$ cat src/rtl/rr_mux_sel_pkg.sv
// Shared routing definitions for the round-robin mux-select arbiter:
// arbiter state encoding and a one-hot helper used to build grant vectors.
package rr_mux_sel_pkg;

    // Widest one-hot vector the helper can build; covers select widths up to 8.
    localparam int unsigned ONEHOT_W = 256;

    // Arbiter states: IDLE holds no grant, BUSY holds exactly one grant.
    typedef enum logic {
        IDLE = 1'b0,
        BUSY = 1'b1
    } state_t;

    // One-hot code of idx within an n-wide vector; all zeros if idx is out of range.
    // Callers size-cast the result down to their own vector width.
    function automatic logic [ONEHOT_W-1:0] onehot(input int unsigned idx, input int unsigned n);
        onehot = (idx < n) ? (ONEHOT_W'(1) << idx) : '0;
    endfunction

endpackage

$ cat src/rtl/rr_pick.sv
// Combinational round-robin pick: first set request bit at or above ptr,
// wrapping modulo N. The index arithmetic is S bits wide so it wraps on its own.
module rr_pick #(
    parameter int S = 3
) (
    input  logic [(1<<S)-1:0] req,
    input  logic [S-1:0]      ptr,
    output logic [S-1:0]      idx,
    output logic              any
);

    localparam int N = 1 << S;

    logic [S-1:0] offset;

    // Scan the request vector rotated by ptr from the top down, so that the
    // lowest rotated position with a request is the last one written.
    always_comb begin
        offset = '0;
        for (int i = N - 1; i >= 0; i--) begin
            if (req[S'(i) + ptr]) begin
                offset = S'(i);
            end
        end
        any = |req;
        idx = offset + ptr;
    end

endmodule

$ cat src/rtl/rr_mux_sel.sv
// Round-robin arbiter driving the select input of a recurse_mux. It holds each
// grant until the consumer pulses done, then rotates priority past the
// granted input, so every active requester is served within N grants.
module rr_mux_sel
    import rr_mux_sel_pkg::*;
#(
    parameter int S = 3
) (
    input  logic               clk,
    input  logic               rst,
    input  logic [(1<<S)-1:0]  req,
    input  logic               done,
    output logic [S-1:0]       ctrl,
    output logic [(1<<S)-1:0]  grant,
    output logic               valid
);

    localparam int unsigned N = 1 << S;

    state_t          state_q, state_d;
    logic [S-1:0]    ptr_q, ptr_d;
    logic [S-1:0]    ctrl_q, ctrl_d;
    logic [N-1:0]    grant_q, grant_d;
    logic            valid_q, valid_d;

    logic            endOfTransfer;
    logic [S-1:0]    pickPtr;
    logic [S-1:0]    pickIdx;
    logic            pickAny;

    // A done while BUSY moves priority just past the current grant, and the
    // re-arbitration in that same cycle already uses the moved pointer.
    assign endOfTransfer = (state_q == BUSY) && done;
    assign pickPtr       = endOfTransfer ? (ctrl_q + S'(1)) : ptr_q;

    rr_pick #(.S(S)) u_pick (
        .req (req),
        .ptr (pickPtr),
        .idx (pickIdx),
        .any (pickAny)
    );

    // Next-state logic: hold everything unless idle or the transfer just ended.
    always_comb begin
        state_d = state_q;
        ptr_d   = pickPtr;
        ctrl_d  = ctrl_q;
        grant_d = grant_q;
        valid_d = valid_q;
        if ((state_q == IDLE) || endOfTransfer) begin
            if (pickAny) begin
                state_d = BUSY;
                ctrl_d  = pickIdx;
                grant_d = N'(onehot(32'(pickIdx), N));
                valid_d = 1'b1;
            end else begin
                state_d = IDLE;
                grant_d = '0;
                valid_d = 1'b0;
            end
        end
    end

    // State, pointer and output registers; reset overrides any pending done.
    always_ff @(posedge clk) begin
        if (rst) begin
            state_q <= IDLE;
            ptr_q   <= '0;
            ctrl_q  <= '0;
            grant_q <= '0;
            valid_q <= 1'b0;
        end else begin
            state_q <= state_d;
            ptr_q   <= ptr_d;
            ctrl_q  <= ctrl_d;
            grant_q <= grant_d;
            valid_q <= valid_d;
        end
    end

    assign ctrl  = ctrl_q;
    assign grant = grant_q;
    assign valid = valid_q;

endmodule

$ cat config.mk
export PLATFORM = sky130hd
export DESIGN_NAME = rr_mux_sel
export DESIGN_NICKNAME = d
export VERILOG_FILES = /design/src/rtl/rr_mux_sel_pkg.sv /design/src/rtl/rr_pick.sv /design/src/rtl/rr_mux_sel.sv
export SDC_FILE = /design/constraint.sdc
export NUM_CORES = 1
export LEC_CHECK = 0
export ABC_CLOCK_PERIOD_IN_PS = 5900
export CAP_MARGIN = 25
export CORE_AREA = 4 4 60 62
export DETAILED_ROUTE_END_ITERATION = 7
export DIE_AREA = 0 0 64 66
export PLACE_DENSITY = 0.71
export SLEW_MARGIN = 40
export SYNTH_ARGS = -nofsm -noshare
export SYNTH_HDL_FRONTEND = slang
export SYNTH_SLANG_ARGS = --single-unit
$ cat constraint.sdc
create_clock -name clk -period 5.9 [get_ports clk]
set_input_delay 1.18 -clock clk [delete_from_list [all_inputs] [get_ports clk]]
set_output_delay 1.18 -clock clk [all_outputs]
set_load 0.005 [all_outputs]
Yosys cells after proc, flatten, opt, wreduce, memory -nomap -nowiden --
Index checks and enable logic that the tools add are counted. Widths: inputs -> output; s select.
Operators by class: add/subtract/negate cells 9, $lt $le $gt $ge 8, shift-type cells 1, muxes and demuxes 27, bitwise gates (word level) 1, reduce and logical (&&, ||, !) cells 4
Operators with widths (number):
- $lt 3x4->1 const B | 8
- $mux 3 | 9
- $bmux 1 s3 | 8
- $add 3x3->3 const A | 4
- $mux 1 | 9
- $mux 8 | 1
- $reduce_or 8->1 | 1
- $shl 1x3->8 const A | 1
- $add 2x3->3 const A | 2
- $add 1x3->3 const A | 1
- $add 3x1->3 const B | 1
- $add 3x3->3 | 1
- $reduce_and 2->1 | 1
- $logic_and 1x1->1 | 1
- $logic_or 1x1->1 | 1
- $not 1->1 | 1
Storage, ports and cells: register bits 15, input bits 11, output and inout bits 12, logic and storage cells 54

Longest topological paths before layout --
Gate-level depths: netlist of run 1.
depth after elaboration 16, depth in mapped cells 15

Modules after synthesis --
A second synthesis of run 1 with hierarchy kept.
Second synthesis, totals: cell total of the unflattened synthesis 119, area total of the unflattened synthesis 1288.7 um2
Modules (own cells, without submodules):
- rr_pick | instances 1, cells an instance 64, area each 665.6 um2
- rr_mux_sel | instances 1, cells an instance 55, area each 623.1 um2

Least setup slack after synthesis of run 1 --
OpenSTA, ideal clock, no wires.
path type in2reg, start point input port done, end point register grant_q[3], in the netlist grant[3], library setup time 0.087 ns, arrival 4.230 ns, path slack 1.583 ns, cell stages on the path 14, buffers on the path 2, cell sequence buf_6 and3b_1 buf_6 nor2_8 inv_4 ha_1 mux4_2 a32oi_1 and3_1 and3b_1 o21bai_1 fa_1 or3_1 o31ai_1
Between the ends: word-level cells in the longest chain between the ends 16, elaborated cells between the ends (all ways) 37, classes of those cells add/sub (8); shift (1); mux (26); reduce/logical (2)
Ends and longest elaborated chain:
- start: declaration | line rr_mux_sel.sv:12 | input logic done,
- $logic_and 1x1->1 (*) | line rr_mux_sel.sv:33 | assign endOfTransfer = (state_q == BUSY) && done;
- $mux 3 | line rr_mux_sel.sv:34 | assign pickPtr = endOfTransfer ? (ctrl_q + S'(1)) : ptr_q;
- $add 3x3->3 | line rr_pick.sv:21 | if (req[S'(i) + ptr]) begin
- $bmux 1 s3 | line rr_pick.sv:21
- $mux 1 (not written as such) | line rr_pick.sv:21
- $mux 3 (8 in a row) | line rr_pick.sv:21
- $add 3x3->3 | line rr_pick.sv:26 | idx = offset + ptr;
- $shl 1x3->8 | line rr_mux_sel_pkg.sv:17 | onehot = (idx < n) ? (ONEHOT_W'(1) << idx) : '0;
- $mux 8 | line rr_mux_sel.sv:51 | if (pickAny) begin
- end signal: assignment | line rr_mux_sel.sv:76 | grant_q <= grant_d;
- end: declaration | line rr_mux_sel.sv:23 | logic [N-1:0] grant_q, grant_d;
Mark *: on every way between the ends. The rest lies on a longest branch, timed or not. The select of a mux whose other input is x is not followed. A chain may end at the register's enable or synchronous reset.

Worst setup path after layout of run 1 --
Same ends and word-level chain as after synthesis.

==> metrics.cfg, run 1 <==
[place]
dpl.hpwl_um = 3010
placedCellCount = 225
port_buffers = 22
gp_routability_congestion = 0.976

[cells_and_area]
num-nets-final = 200
antennaDiodeCount = 0
areaGrowthSynthToFinish_pct = 17.4
final_cells = 229
final_layout_size_suffix_gt1_share_pct = 11.9

[timing]
final-max-slew-violation-count = 0
max_slew_margin_pct = 68.9
tightestPinTransition_ns = 0.454
fin_setup_tns_ns = 0
finalClockSkew_ns = 0.00819
clock.fmax_mhz = 200
fin_crit_sh_pct = 84.9
fin_crit_ns = 5.01
rsz0062_at_grt = no
finalSetupViolCount = 0
final_hold_viol_count = 0
fin_worst_hold_slack_ns = 0.461

[global_routing]
antenna_found_initial = 0
grt_use_total_pct = 19.0
grt_pass1_vias = 1303
grt_pass1_wl_um = 6420
globalRoute.totalOverflow = 0
grt_start_max_net_pins = 13

[clocking]
clockRootBuffer = clkbuf_4
clock_tree_from_tritoncts = built
maximum_count_of_clock_buffers_along_a_single_path = 2
cts.hold.buffers_added = 0
cts_bufs_inserted = 3
worst_skew_late_latency_ns = 0.28
cts_repair_resize_count = 0
clkSlewWorstSetupHoldPaths_ns = 0.10
postCtsSetupBuffers = 0
h_tree_levels = 1
tritoncts_num_sinks = 15

[synthesis]
syn_avg_cell_area_sq_um = 8.72
post_synth_inst_count = 166
synthArstFlopShare_pct = 0
synth_sequential_area_ratio_pct = 20.7
synth_cell_types = 54
synth_enable_flop_cells = 0
yosys_most_used_dff = dfxtp_1
ffs_latches_synth = 15
syn_nets = 180
yosys_warnings = 0
netlist_area_sq_mm = 0.00145

[worst_setup_path]
worst-setup-path-type = primary input to register
crit_path_start_kind = primary input
timing.critical_path.fanout_max = 10
worst-r2r-setup-slack_ns = 1.89
r2r_end = grant[3]
r2r-start = ctrl[0]
critPathRequiredTime_ns = 6.09
crit_end = grant[3]
critPathLaunch = done
worst_setup_path_end_kind = register
crit_arrival_ns = 5.20
reg2regPathDepth = 12

[routing]
drt_iter0_markers = 108
drtPass1Iterations = 4
routed-via-count = 1389
drt-total-wl_um = 3730
drc_errors = 0
wl_per_cell_um = 16.3
antenna_violating_nets_post_route = 0
detail_route.vias_per_cell = 6.07

[floorplanning]
floorplan.die.width_um = 64
initial_utilization_pct = 47.8
die-area_sq_mm = 0.00422
top_level_ports = 23
core_area_sq_mm = 0.00303
rows = 20
dieHeight_um = 66

[pwr]
ir_drop_mv = 0.238
total_leakage_power_nw = 0.640
pwr_density_cell_mw_per_mm2 = 455

[run]
maxCapViolations = 0

[min_path]
hold_path.class = register to register

[run_status]
status = finished clean

==> through the flow <==
step           setup slack, ns  util (%)  instance area, sq um  total power [mW]
4_1_cts                  0.917      56.1                  1700             0.774
3_5_place_dp             0.632      55.2                  1670             0.714
6_report                 0.891      56.1                  1700             0.774
3_3_place_gp             0.753      55.2                  1670             0.705
2_1_floorplan             1.58         -                  1450             0.572
5_1_grt                  0.699      56.1                  1700             0.838
==> per-layer routing <==
| metal | wire length, um | vias to the layer above | track usage (%) |
|---|---|---|---|
| li1 | - | 671 | - |
| met1 | 1700 | 664 | 25.9 |
| met2 | 1770 | 50 | 31.2 |
| met3 | 223 | 4 | 1.70 |
| met4 | 46 | 0 | 7.01 |
| met5 | 0 | - | 0 |
==> registers in the layout (all words and copies together) (netlist names) <==
register,count
ctrl,3
grant,8
ptr_q,3
valid,1
==> worst min-delay path by stage <==
stage / startpoint / slack [ns] / end / cells after the start
2_1_floorplan: grant[1] / 0.45 / grant[1] / 2
3_3_place_gp: grant[5] / 0.44 / grant[5] / 2
3_5_place_dp: grant[1] / 0.45 / grant[1] / 2
4_1_cts: grant[5] / 0.46 / grant[5] / 2
5_1_grt: grant[5] / 0.49 / grant[5] / 2
6_report: grant[5] / 0.46 / grant[5] / 2
==> worst max-delay path: stages <==
cell             delay [ns]
clkdlybuf4s50_1        0.73
and3b_1                0.51
nor2_8                 0.11
inv_4                  0.13
ha_1                   0.27
mux4_2                 0.33
a32oi_1                0.18
and3_1                 0.25
and3b_1                0.19
o21bai_1               0.20
fa_1                   0.51
or3_1                  0.41
o31ai_1                0.20
==> Yosys cell counts, types with 2 or more instances <==
cell	n	area, sq um
clkbuf_1	2	7.51
mux2i_1	4	40.0
a211o_1	2	17.5
buf_2	2	10.0
mux4_2	2	45.0
ha_1	2	25.0
and3_1	4	25.0
dfxtp_1	15	300
nand3_1	23	115
inv_1	3	11.3
a21oi_1	5	25.0
nor2_1	16	60.1
nand4_1	2	12.5
and2_1	3	18.8
nand3b_1	2	15.0
xnor2_1	8	70.1
o2111ai_2	2	30.0
buf_6	3	33.8
nand2_1	14	52.6
and3b_1	2	17.5
o31ai_1	4	30.0
a32o_1	4	40.0
o21ai_0	9	45.0
a211oi_1	3	22.5
==> power by group <==
part | leakage [nW] | internal, mW | total [mW] | switching, mW
logic | 0.499 | 0.265 | 0.558 | 0.293
clock network | 0.0177 | 0.0251 | 0.0583 | 0.0332
registers | 0.123 | 0.132 | 0.157 | 0.0247
total | 0.640 | 0.422 | 0.774 | 0.351
==> placed cells by master (no fill, tap or decap), types with 3 or more instances in the layout <==
master and n:
and3_1 4, a32o_1 4, a21oi_1 5, o21ai_0 9
and2_1 3, nand2_1 14, mux2i_1 4, nand3_1 23
nor2_1 16, clkbuf_4 3, xnor2_1 8, dfxtp_1 15
clkdlybuf4s50_1 22, a211oi_1 3, inv_1 3, o31ai_1 4
==> cells by family after synthesis <==
group	synth area share, %
AND/OR/NAND/NOR	25.8
AO/OA/AOI/OAI	28.9
flip-flops	20.7
XOR/XNOR	10.0
buffers and inverters	4.75
multiplexers	6.65
adder cells (fa/ha/maj)	3.11
==> area by class of cell <==
cell class	count	area, sq um
sequential	15	300
inverter	4	17.5
timing repair buffer	22	220
fill	289	1330
clock buffer	3	22.5
multi-input combinational	140	1080
tap	44	55.1
clock inverter	1	5.00
(Power assumes the default switching activity.)
==> run 2: changes to the inputs <==
--- a/config.mk
+++ b/config.mk
@@ -5,12 +5,12 @@
 export SDC_FILE = /design/constraint.sdc
 export NUM_CORES = 1
 export LEC_CHECK = 0
-export ABC_CLOCK_PERIOD_IN_PS = 5900
+export ABC_CLOCK_PERIOD_IN_PS = 4150
 export CAP_MARGIN = 25
 export CORE_AREA = 4 4 60 62
 export DETAILED_ROUTE_END_ITERATION = 7
 export DIE_AREA = 0 0 64 66
-export PLACE_DENSITY = 0.71
+export PLACE_DENSITY = 0.74
 export SLEW_MARGIN = 40
 export SYNTH_ARGS = -nofsm -noshare
 export SYNTH_HDL_FRONTEND = slang
==> constraint.sdc (replaced) <==
create_clock -name clk -period 4.15 [get_ports clk]
set_input_delay 0.83 -clock clk [delete_from_list [all_inputs] [get_ports clk]]
set_output_delay 0.83 -clock clk [all_outputs]
set_load 0.005 [all_outputs]
==> run 2 against run 1 <==
  * Power grew 73%
  * Highest routed layer unchanged
  * Via count grew 12%
  * Hold slack gained 0.0051 ns
  * Final cell count grew 17%
==> metrics.cfg, run 2 (synthesis results as in run 1) <==
[run_status]
status = finished clean

[timing]
fin_crit_sh_pct = 90.1
finalSetupViolCount = 0  ; unchanged
tightestPinTransition_ns = 0.529  ; +0.0752 ns
max_slew_margin_pct = 64.6  ; -4.3 points
fin_crit_ns = 3.74
clock.fmax_mhz = 268
final_hold_viol_count = 0  ; unchanged
final-max-slew-violation-count = 0  ; unchanged
finalClockSkew_ns = 0.00139  ; -0.00680 ns
rsz0062_at_grt = no
fin_setup_tns_ns = 0  ; unchanged

[routing]
drt_iter0_markers = 87  ; -19%
detail_route.vias_per_cell = 5.82  ; -4.0%
routed-via-count = 1555  ; +12%
drt-total-wl_um = 4060  ; +8.8%
drc_errors = 0  ; unchanged
wl_per_cell_um = 15.2  ; -6.7%
antenna_violating_nets_post_route = 0  ; unchanged
drtPass1Iterations = 5  ; +1

[cells_and_area]
areaGrowthSynthToFinish_pct = 40.6
most_common_cell_after_layout_fill_and_taps_aside = buf_4
finish.instance_area_sq_mm = 0.00204  ; +20%
antennaDiodeCount = 0  ; unchanged
final_layout_size_suffix_gt1_share_pct = 30.0  ; +18 points
commonest_cells_after_routing_fill_and_taps_aside = buf_4 (37), nand3_1 (23), clkdlybuf4s50_1 (21), nor2_1 (16), dfxtp_1 (15)
final_cells = 267  ; +17%
num-nets-final = 238  ; +19%
finalCoreUtilization_pct = 67.2  ; +11 points
largest_register_ffs = 8  ; unchanged

[worst_setup_path]
crit_arrival_ns = 3.94  ; -1.26 ns
r2r_end = grant[7]
timing.critical_path.fanout_max = 6  ; -4
reg2regPathDepth = 12  ; unchanged
crit_path_start_kind = register
critPathRequiredTime_ns = 4.36  ; -1.73 ns
worst-r2r-setup-slack_ns = 0.41  ; -1.48 ns
worst_setup_path_end_kind = register
worst-setup-path-type = register to register
r2r-start = ctrl[0]

[clocking]
clockRootBuffer = clkbuf_4
tritoncts_num_sinks = 15  ; unchanged
worst_skew_late_latency_ns = 0.29  ; about the same
cts_bufs_inserted = 3  ; unchanged
clkSlewWorstSetupHoldPaths_ns = 0.09  ; about the same
clock_tree_from_tritoncts = built
maximum_count_of_clock_buffers_along_a_single_path = 2  ; unchanged
h_tree_levels = 1  ; unchanged

[pwr]
power.share.switching_pct = 41.9  ; -3.5 points
power.share.clock_pct = 6.3  ; -1.2 points
switching_power_mw = 0.562  ; +60%
pwr-share-seq_pct = 16.8  ; -3.5 points
total_leakage_power_nw = 0.840  ; +31%
fin_total_pwr_mw = 1.34  ; +73%
combPwrFrac_pct = 76.9  ; +4.7 points
internal-power_mw = 0.780  ; +85%
pwr_density_cell_mw_per_mm2 = 659  ; +45%
ir_drop_mv = 0.545  ; +130%

[place]
placedCellCount = 261  ; +16%
gp_routability_congestion = 0.888  ; -9.0%
placement.cell_area_sq_mm = 0.00195  ; +17%
dpl.hpwl_um = 3290  ; +9.3%
port_buffers = 22  ; unchanged

[global_routing]
grt_start_max_net_pins = 13  ; unchanged
grt_use_total_pct = 21.5  ; +2.4 points
grt_pass1_wl_um = 7080  ; +10%
globalRoute.totalOverflow = 0  ; unchanged
grt_pass1_vias = 1527  ; +17%
antenna_found_initial = 0  ; unchanged

[floorplanning]
die-area_sq_mm = 0.00422  ; unchanged
top_level_ports = 23  ; unchanged
dieHeight_um = 66  ; unchanged
core_area_sq_mm = 0.00303  ; unchanged
floorplan.die.width_um = 64  ; unchanged
rows = 20  ; unchanged
initial_utilization_pct = 47.8  ; unchanged

[min_path]
worstHoldStart = grant[1]
worst_hold_path.endpoint = grant[1]
whs_path_depth = 2  ; unchanged
hold_path.class = register to register

[run]
maxCapViolations = 0  ; unchanged

run 2: power groups by stage:
| stage | registers (mW) | logic, mW | clock network (mW) |
|---|---|---|---|
| floorplan | 0.225 | 0.589 | 0 |
| global placement | 0.225 | 0.951 | 0 |
| global route | 0.232 | 1.13 | 0.0940 |
| detailed placement | 0.229 | 0.970 | 0 |
| finish | 0.225 | 1.03 | 0.0843 |
| CTS | 0.226 | 0.974 | 0.0888 |
run 2: per-stage QoR:
| stage | setup slack (ns) | hold slack [ns] |
|---|---|---|
| after floorplan | 0.183 | 0.449 |
| after global placement | -0.116 | 0.436 |
| after detailed placement | -0.240 | 0.450 |
| after CTS | 0.0672 | 0.465 |
| after global routing | 0.246 | 0.492 |
| final | 0.413 | 0.466 |
run 2: layer usage:
layer | track usage [%] | share of wire, % | up-vias
met5 | 0 | 0 | -
met4 | 10.8 | 2.9 | 0
met3 | 4.59 | 8.5 | 13
met2 | 34.7 | 47 | 72
met1 | 26.8 | 41 | 721
li1 | - | - | 749
run 2: final cells by class:
class | instances | area (sq um)
Clock buffer | 3 | 22.5
Clock inverter | 1 | 5.00
Fill cell | 241 | 992
Inverter | 4 | 17.5
Multi-Input combinational cell | 140 | 1110
Sequential cell | 15 | 300
Tap cell | 44 | 55.1
Timing Repair Buffer | 60 | 520
run 2: how the worst max path moves through the flow:
stage                  from       end  cells after the start
global route        ctrl[0]  grant[3]                     12
finish              ctrl[0]  grant[7]                     12
CTS                    done  grant[7]                     13
floorplan              done  grant[3]                     14
detailed placement     done  grant[7]                     13
global placement       done  grant[3]                     13
run 2: repair_timing:
action | in CTS | in global routing
setup endpoints to repair | 0 | 9
buffers inserted | 0 | 2
resized for setup | 0 | 8
hold buffers | 0 | 0
run 2: worst max-delay path: stages (launching register included):
cell      delay, ns
dfxtp_1        0.46
ha_1           0.32
and3_1         0.24
a21o_1         0.20
ha_1           0.31
mux4_2         0.35
a32oi_1        0.17
and3_1         0.21
and3b_1        0.19
o21bai_2       0.13
fa_1           0.45
or3_1          0.41
o31ai_1        0.21
==> run 3: changes to the inputs <==
--- a/config.mk
+++ b/config.mk
@@ -6,7 +6,7 @@
 export NUM_CORES = 1
 export LEC_CHECK = 0
 export ABC_CLOCK_PERIOD_IN_PS = 4150
-export CAP_MARGIN = 25
+export CAP_MARGIN = 20
 export CORE_AREA = 4 4 60 62
 export DETAILED_ROUTE_END_ITERATION = 7
 export DIE_AREA = 0 0 64 66
==> results of run 3 <==
Same layout as run 2: the final DEF is identical, and so are final timing and power.
